--- src/rtl/port_requester.sv ---
// port_requester: per-port ingress requester in front of the shared port_arbitrator.
//
// Buffers ingress words in a local FIFO that holds {eop, sop, data} per entry. When a
// complete packet is stored it raises o_req. After the one-cycle grant on i_resp, it
// streams the head packet, one word per cycle with no backpressure, framed by the
// stored sop/eop flags.
//
// Optional feature (macro PORT_REQ_TIMEOUT_EN): while requesting, a counter limits the
// grant wait to TIMEOUT cycles. On expiry o_timeout pulses and the head packet is
// drained silently (DROP state). Without the macro, REQ waits indefinitely and
// o_timeout is tied low.
//
// Ports:
//   i_clk, i_rst              clock, asynchronous active-high reset
//   i_wr_en/sop/eop/data      ingress word and framing flags
//   o_full, o_ovf             FIFO full flag, write-while-full pulse
//   o_req, i_resp             request to / grant pulse from the arbiter
//   o_vld/sop/eop/data        egress word stream toward the cache write path
//   o_timeout                 grant-timeout drop pulse
module port_requester #(
  parameter int unsigned DW      = 32,
  parameter int unsigned DEPTH   = 64,
  parameter int unsigned TIMEOUT = 1024
) (
  input  logic          i_clk,
  input  logic          i_rst,
  input  logic          i_wr_en,
  input  logic          i_wr_sop,
  input  logic          i_wr_eop,
  input  logic [DW-1:0] i_wr_data,
  output logic          o_full,
  output logic          o_ovf,
  output logic          o_req,
  input  logic          i_resp,
  output logic          o_vld,
  output logic          o_sop,
  output logic          o_eop,
  output logic [DW-1:0] o_data,
  output logic          o_timeout
);

  localparam int unsigned AW = $clog2(DEPTH);
  localparam int unsigned CW = AW + 1;

  if ((DEPTH < 4) || ((DEPTH & (DEPTH - 1)) != 0)) begin : g_bad_depth
    $error("port_requester: DEPTH must be a power of 2 and at least 4");
  end
  if (TIMEOUT < 2) begin : g_bad_timeout
    $error("port_requester: TIMEOUT must be at least 2");
  end

`ifdef PORT_REQ_TIMEOUT_EN
  localparam int unsigned TW = $clog2(TIMEOUT);
  typedef enum logic [1:0] {StIdle, StReq, StSend, StDrop} state_e;
`else
  typedef enum logic [1:0] {StIdle, StReq, StSend} state_e;
`endif

  // FIFO storage and pointers
  logic [DW+1:0] mem_q [DEPTH];
  logic [AW-1:0] wr_ptr_q, wr_ptr_d;
  logic [AW-1:0] rd_ptr_q, rd_ptr_d;
  logic [CW-1:0] count_q, count_d;
  logic [CW-1:0] pkt_cnt_q, pkt_cnt_d;

  state_e        state_q, state_d;
  logic          full_q, full_d;
  logic          ovf_q, ovf_d;
  logic          req_q, req_d;
  logic          vld_q, vld_d;
  logic          sop_q, sop_d;
  logic          eop_q, eop_d;
  logic [DW-1:0] data_q, data_d;

`ifdef PORT_REQ_TIMEOUT_EN
  logic [TW-1:0] tmo_q, tmo_d;
  logic          timeout_q, timeout_d;
`endif

  logic          wr_accept;
  logic          rd_en;
  logic [DW+1:0] rd_word;
  logic          pkt_inc;
  logic          pkt_dec;

  // full_q mirrors count_q == DEPTH, so it can gate writes directly.
  assign wr_accept = i_wr_en & ~full_q;
  assign rd_word   = mem_q[rd_ptr_q];

  always_ff @(posedge i_clk) begin
    if (wr_accept) begin
      mem_q[wr_ptr_q] <= {i_wr_eop, i_wr_sop, i_wr_data};
    end
  end

  always_comb begin
    state_d = state_q;
    req_d   = 1'b0;
    vld_d   = 1'b0;
    sop_d   = 1'b0;
    eop_d   = 1'b0;
    data_d  = data_q;
    rd_en   = 1'b0;
`ifdef PORT_REQ_TIMEOUT_EN
    tmo_d     = tmo_q;
    timeout_d = 1'b0;
`endif

    case (state_q)
      StIdle: begin
        if (pkt_cnt_q != '0) begin
          state_d = StReq;
          req_d   = 1'b1;
`ifdef PORT_REQ_TIMEOUT_EN
          tmo_d   = '0;
`endif
        end
      end
      StReq: begin
        if (i_resp) begin
          state_d = StSend;
        end else begin
          req_d = 1'b1;
`ifdef PORT_REQ_TIMEOUT_EN
          if (tmo_q == TW'(TIMEOUT - 1)) begin
            state_d   = StDrop;
            req_d     = 1'b0;
            timeout_d = 1'b1;
          end else begin
            tmo_d = tmo_q + TW'(1);
          end
`endif
        end
      end
      StSend: begin
        // A full packet is stored, so count_q only guards against misuse upstream.
        if (count_q != '0) begin
          rd_en  = 1'b1;
          vld_d  = 1'b1;
          sop_d  = rd_word[DW];
          eop_d  = rd_word[DW+1];
          data_d = rd_word[DW-1:0];
          // Leaving now means IDLE coincides with o_eop, so o_req rises a cycle later.
          if (rd_word[DW+1]) begin
            state_d = StIdle;
          end
        end
      end
`ifdef PORT_REQ_TIMEOUT_EN
      StDrop: begin
        if (count_q != '0) begin
          rd_en = 1'b1;
          if (rd_word[DW+1]) begin
            state_d = StIdle;
          end
        end
      end
`endif
      default: state_d = StIdle;
    endcase

    pkt_inc  = wr_accept & i_wr_eop;
    pkt_dec  = rd_en & rd_word[DW+1];
    wr_ptr_d = wr_accept ? wr_ptr_q + AW'(1) : wr_ptr_q;
    rd_ptr_d = rd_en ? rd_ptr_q + AW'(1) : rd_ptr_q;
    count_d  = count_q + CW'(wr_accept) - CW'(rd_en);
    full_d   = (count_d == CW'(DEPTH));
    ovf_d    = i_wr_en & full_q;

    case ({pkt_inc, pkt_dec})
      2'b10:   pkt_cnt_d = pkt_cnt_q + CW'(1);
      2'b01:   pkt_cnt_d = pkt_cnt_q - CW'(1);
      default: pkt_cnt_d = pkt_cnt_q;
    endcase
  end

  always_ff @(posedge i_clk or posedge i_rst) begin
    if (i_rst) begin
      state_q   <= StIdle;
      wr_ptr_q  <= '0;
      rd_ptr_q  <= '0;
      count_q   <= '0;
      pkt_cnt_q <= '0;
      full_q    <= 1'b0;
      ovf_q     <= 1'b0;
      req_q     <= 1'b0;
      vld_q     <= 1'b0;
      sop_q     <= 1'b0;
      eop_q     <= 1'b0;
      data_q    <= '0;
`ifdef PORT_REQ_TIMEOUT_EN
      tmo_q     <= '0;
      timeout_q <= 1'b0;
`endif
    end else begin
      state_q   <= state_d;
      wr_ptr_q  <= wr_ptr_d;
      rd_ptr_q  <= rd_ptr_d;
      count_q   <= count_d;
      pkt_cnt_q <= pkt_cnt_d;
      full_q    <= full_d;
      ovf_q     <= ovf_d;
      req_q     <= req_d;
      vld_q     <= vld_d;
      sop_q     <= sop_d;
      eop_q     <= eop_d;
      data_q    <= data_d;
`ifdef PORT_REQ_TIMEOUT_EN
      tmo_q     <= tmo_d;
      timeout_q <= timeout_d;
`endif
    end
  end

  assign o_full = full_q;
  assign o_ovf  = ovf_q;
  assign o_req  = req_q;
  assign o_vld  = vld_q;
  assign o_sop  = sop_q;
  assign o_eop  = eop_q;
  assign o_data = data_q;
`ifdef PORT_REQ_TIMEOUT_EN
  assign o_timeout = timeout_q;
`else
  assign o_timeout = 1'b0;
`endif

endmodule

--- config.mk ---
export PLATFORM = sky130hd
export DESIGN_NAME = port_requester
export DESIGN_NICKNAME = d
export VERILOG_FILES = /design/src/rtl/port_requester.sv
export SDC_FILE = /design/constraint.sdc
export NUM_CORES = 2
export LEC_CHECK = 0
export ABC_AREA = 1
export CORE_AREA = 2 2 398 400
export DETAILED_ROUTE_END_ITERATION = 10
export DIE_AREA = 0 0 400 402
export HOLD_SLACK_MARGIN = 0.02
export PLACE_DENSITY = 0.8
export SLEW_MARGIN = 20
export SYNTH_ARGS = -nofsm -noshare
export SYNTH_HDL_FRONTEND = slang
export SYNTH_SLANG_ARGS = --single-unit
--- constraint.sdc ---
create_clock -name i_clk -period 4.15 [get_ports i_clk]
set_clock_uncertainty 0.15 [all_clocks]
set_input_delay 0.83 -clock i_clk [delete_from_list [all_inputs] [get_ports i_clk]]
set_output_delay 0.83 -clock i_clk [all_outputs]
set_load 0.01 [all_outputs]
# Yosys cells after proc, flatten, opt, wreduce, memory -nomap -nowiden

Memories as Yosys holds them, arrays and structs flattened.
Cells that the tools add are included.
W data, S select, Z words.

Bits in registers: 66
RAM bits: 2176
Input port bits: 38
Output and inout port bits: 39
Word-level logic and storage cells: 56
Memories kept: 1

Memory list:

| name  | words | width | rd ports | clocked after memory_dff | write ports | line | source |
|---|---|---|---|---|---|---|---|
| mem_q | 64    | 34    | 1        | 0                        | 1           | 60   | `logic [DW+1:0] mem_q [DEPTH];` |

Add/subtract/negate cells: 6
Eq/ne operators: 9
Mux-type cells: 17
Bitwise gates (word level): 5
Reductions and logical operators: 6

Operator list:

| kind                  | number |
|---|---|
| $pmux W7 S2           | 1 |
| $reduce_bool A7 Y1    | 2 |
| $add A6 B1 Y6 const B | 2 |
| $mux W1               | 10 |
| $mux W2               | 4 |
| $ne A2 B2 Y1 const B  | 4 |
| $add A7 B1 Y7         | 1 |
| $add A7 B1 Y7 const B | 1 |
| $eq A7 B7 Y1 const B  | 1 |
| $sub A7 B1 Y7         | 1 |
| $sub A7 B1 Y7 const B | 1 |
| $pmux W2 S3           | 1 |
| $and A1 B1 Y1         | 4 |
| $eq A2 B1 Y1 const B  | 2 |
| $eq A2 B2 Y1 const B  | 2 |
| $reduce_and A4 Y1     | 1 |
| $logic_not A2 Y1      | 1 |
| $pmux W1 S2           | 1 |
| $reduce_and A2 Y1     | 1 |
| $reduce_bool A2 Y1    | 1 |
| $not A1 Y1            | 1 |

# Depth between registers and ports, before layout

Depth in word-level cells: 6
Depth in mapped cells: 24
Gate-level depth less buffers: 21

# Least setup slack after synthesis

No wires, ideal clock.

Path type: in2reg
Start: input i_wr_en
End: memory mem_q[15][0] (netlist bit) (enable)
Data arrival time: 3743 ps
Slack: -210 ps
Cell stages on the path: 4
Path buffers: 0
Cell sequence: inv_1 nor2_1 inv_1 nor3_1

Longest elaborated chain between the ends: 3

RTL lines:

| what                          | line | source |
|---|---|---|
| from (decl)                   | 27   | `input logic i_wr_en,` |
| $and A1 B1 Y1                 | 87   | `assign wr_accept = i_wr_en & ~full_q;` |
| $mux W1                       | 91   | `if (wr_accept) begin` |
| $mux W1 (not written as such) | 92   | `mem_q[wr_ptr_q] <= {i_wr_eop, i_wr_sop, i_wr_data};` |
| to (decl)                     | 60   |  |

No other way between the ends.

# Final worst setup path

Start: register count_q[4]
End: register pkt_cnt_q[6]

Longest elaborated chain between the ends: 6

RTL lines:

| what                                              | line | source |
|---|---|---|
| from (decl)                                       | 63   | `logic [CW-1:0] count_q, count_d;` |
| from (signal assigned)                            | 199  | `count_q <= count_d;` |
| $reduce_bool A7 Y1 (*)                            | 137  | `if (count_q != '0) begin` |
| $mux W1 (*)                                       | 137  |  |
| $mux W1 (*)                                       | 109  | `case (state_q)` |
| $and A1 B1 Y1 (*)                                 | 163  | `pkt_dec = rd_en & rd_word[DW+1];` |
| $eq A2 B1 Y1 or $eq A2 B2 Y1 (tied branches)      | 170  | `case ({pkt_inc, pkt_dec})` |
| $pmux W7 S2 or $reduce_bool A2 Y1 (tied branches) | -    |  |
| to (signal assigned)                              | 200  | `pkt_cnt_q <= pkt_cnt_d;` |
| to (decl)                                         | 64   | `logic [CW-1:0] pkt_cnt_q, pkt_cnt_d;` |

Every way passes the cells marked *; elsewhere a longest branch is shown, timed or not.
A chain may end at the register's enable or synchronous reset.

==> metrics.md <==
| Metric | Value |
|---|---|
| Worst Setup SP | `count_q[4]` |
| First-pass DRT Iterations | `7` |
| Status | `finished clean` |
| Root Buffer | `clkbuf_16` |
| Setup tns final | `0 ns` |
| Synth unique cells | `32` |
| Area Growth Syn to Fin | `11.9%` |
| Layout cells sized above 1 | `0.0882` |
| Post-synth EDFFs | `2176` |
| Synth cell count leaders | `edfxtp_1 (2176), nor2_1 (1517), o21ai_0 (1020)` |
| Number of CTS-inserted buffers | `209` |
| Site row count | `146` |
| First-pass GRT wire length | `368 mm` |
| PwrDens | `671 nW/um^2` |
| Ys Warns | `0` |
| Main flop type after synthesis | `edfxtp_1` |
| Final GP Congestion | `0.885` |
| Die Footprint | `161000 um^2` |
| Post-synthesis xor/xnor area fraction | `0.00246` |
| # hold bufs at CTS | `0` |
| CP Data Arrival Time | `4.41 ns` |
| CP Data Required Time | `4.76 ns` |
| Total congestion overflow | `0` |
| Seq/Total Area, Yosys | `0.754` |
| HP Class | `input port to async pin` |
| Post-CTS Setup Inserts | `0` |
| Detailed Route WL | `254 mm` |
| Worst setup margin | `0.352 ns` |
| Via count | `60100` |
| Clk buf depth | `3` |
| Worst slew pin tran | `1.12 ns` |
| Final Hold Fails | `0` |
| Synth Area per Inst | `12.8 um^2` |
| # fillers | `10700` |
| Largest family of logic cells by synthesized area | `compound AO/OA/AOI/OAI gates` |
| CP endpoint kind | `register` |
| MaxCap Viol Count | `0` |
| Hpwl dp | `136 mm` |
| Crit path kind | `register to register` |
| Adder-Cell Fraction of Synth Area | `0.00220` |
| Fin nets | `7008` |
| CTS tree | `done` |
| Compound-gate portion of the synthesized area | `0.108` |
| Clock transition at the registers of the reported paths | `0.06 ns` |
| F_max | `263 MHz` |
| Routed Antenna Nets | `0` |
| 1st-iter DRT viols | `10500` |
| Cts repair resizes | `0` |
| Drt drc | `0` |
| Slew HR | `0.250` |
| Mapped Cells | `6932` |
| Width of the die | `400 um` |
| Reg-to-reg critical path startpoint | `count_q[4]` |
| Starting Density | `0.565` |
| Max FO, Critical Path | `39` |
| Initial antenna violation count | `7` |
| Simple-gate share of the synthesized area | `0.105` |
| Post-Place Setup Slack | `0.399 ns` |
| Die Y | `402 um` |
| Tot GR Track Use | `0.312` |
| Final setup violation count | `0` |
| Max VDD drop | `590 uV` |
| Mapped Nets | `6985` |
| Cell taking the most area after synthesis | `edfxtp_1` |
| Most frequent cell after synthesis | `edfxtp_1` |
| Yosys top cell area share | `0.736` |
| Mux share of post-synthesis cell area | `0` |
| Via/cell ratio | `6.53` |
| Core box area | `157000 um^2` |
| Pin count of the biggest net entering global routing | `194` |
| Final min period | `3.80 ns` |
| Multi-input gate area | `19800 um^2` |
| Register area | `67000 um^2` |
| Seq cells post-synth | `2242` |
| Number of global-route vias before repair | `57600` |
| I/O pins | `77` |
| Drt wl/cell | `27.6 um` |
| Port Buf Inserts | `75` |
| Mapped cell area | `88800 um^2` |
| Ys async rst share | `0.0294` |
| TritonCTS Sinks | `2242` |
| Final cycle utilization of the critical path | `0.915` |
| Startpoint types | `register` |
| Area contributors post-synth | `edfxtp_1 (74%), nor2_1 (6.4%), o21ai_0 (5.7%)` |
| H-tree Lvls | `4` |
| Clock Latency Late Sink | `0.87 ns` |
| P_leak | `32.5 nW` |
| RSZ-0062 raised after global routing | `no` |
| Pins Over Slew Limit | `0` |
per-stage QoR:
stage	utilization	area (um^2)	hold WS [ns]	std cells	power, mW
after floorplan	-	88800	0.339	6932	40.3
after global placement	0.589	92500	0.317	8815	46.3
after detailed placement	0.589	92500	0.315	8815	47.2
after CTS	0.632	99300	0.206	9206	66.2
after global routing	0.633	99400	0.265	9207	69.1
final	0.633	99400	0.228	9208	66.7
report_power, final:
group | internal, mW | leakage (nW) | switching (mW)
Sequential | 26.0 | 20.4 | 0.744
Combinational | 5.84 | 8.80 | 15.1
Clock | 10.6 | 3.33 | 8.51
state kept, by name (all words and copies together), names as in the netlist:
register	cells
o_sop	1
wr_ptr_q	6
pkt_cnt_q	7
o_data	32
o_req	1
mem_q	2176
count_q	7
o_eop	1
state_q	2
o_vld	1
o_ovf	1
o_full	1
rd_ptr_q	6
final cells by class:
cell class | count | area share
well taps | 2072 | 0.0261
clock inverters | 132 | 0.0135
flip-flops and latches | 2242 | 0.674
repair buffers | 283 | 0.0281
clock buffers | 259 | 0.0553
multi-input cells | 4146 | 0.200
inverters | 73 | 0.00310
diodes | 1 | 0.0000252
final timing paths:
kind	to	slack (ns)	cells after the start
worst min-delay path	rd_ptr_q[0]	0.23	2
worst min register to register	o_data[13]	0.33	2
min in group i_clk	mem_q[53][28]	0.27	1
max in group asynchronous	o_data[23]	2.70	3
worst max-delay path	pkt_cnt_q[6]	0.35	20
worst max register to register	pkt_cnt_q[6]	0.35	20
cell usage in the layout, fill, tap and decap left out, drive strengths merged:
cell           synthesis  final
edfxtp              2176   2176
nor2                1517   1517
o21ai               1114   1114
nand2                531    531
nand3                305    305
o211ai               261    261
clkbuf               245    259
buf                  226    242
o22ai                197    197
a21oi                148    148
clkinv                 1     99
inv                   72     83
dfrtp                 66     66
clkdlybuf4s50          0     41
xor2                  18     18
bufinv                 0     18
ha                    14     14
or2                   11     11
xnor2                  7      7
nor3                   6      6
clkinvlp               0      5
o221ai                 4      4
nand4                  4      4
o21bai                 4      4
nor4                   3      3
diode                  0      1
fa                     1      1
conb                   1      1
routing by layer:
layer	vias up	track usage	wire, um
li1	25300	-	-
met3	928	0.0732	35100
met2	4886	0.480	117000
met1	29000	0.410	85400
met5	-	0	25
met4	4	0.178	16500
worst max-delay path: stages (launching register included):
cell	delay [ns]
dfrtp_1	0.36
inv_1	0.07
ha_1	0.20
inv_1	0.06
nor4_1	0.05
buf_4	0.14
nor2_4	0.09
buf_4	0.67
clkinv_1	0.20
a21oi_1	0.22
ha_1	0.36
xnor2_1	0.17
inv_1	0.07
ha_1	0.18
a21oi_1	0.16
inv_1	0.10
nand3_1	0.09
nand3_1	0.08
xor2_1	0.15
nand2_1	0.06
nand2_1	0.05
cell families after synthesis:
| logic type | Yosys count |
|---|---|
| xor+xnor | 25 |
| compound gates | 1728 |
| flops | 2242 |
| fa+ha+maj | 15 |
| simple gates | 2377 |
| other cells | 1 |
| buf+inv | 544 |
(Power assumes the default switching activity.)
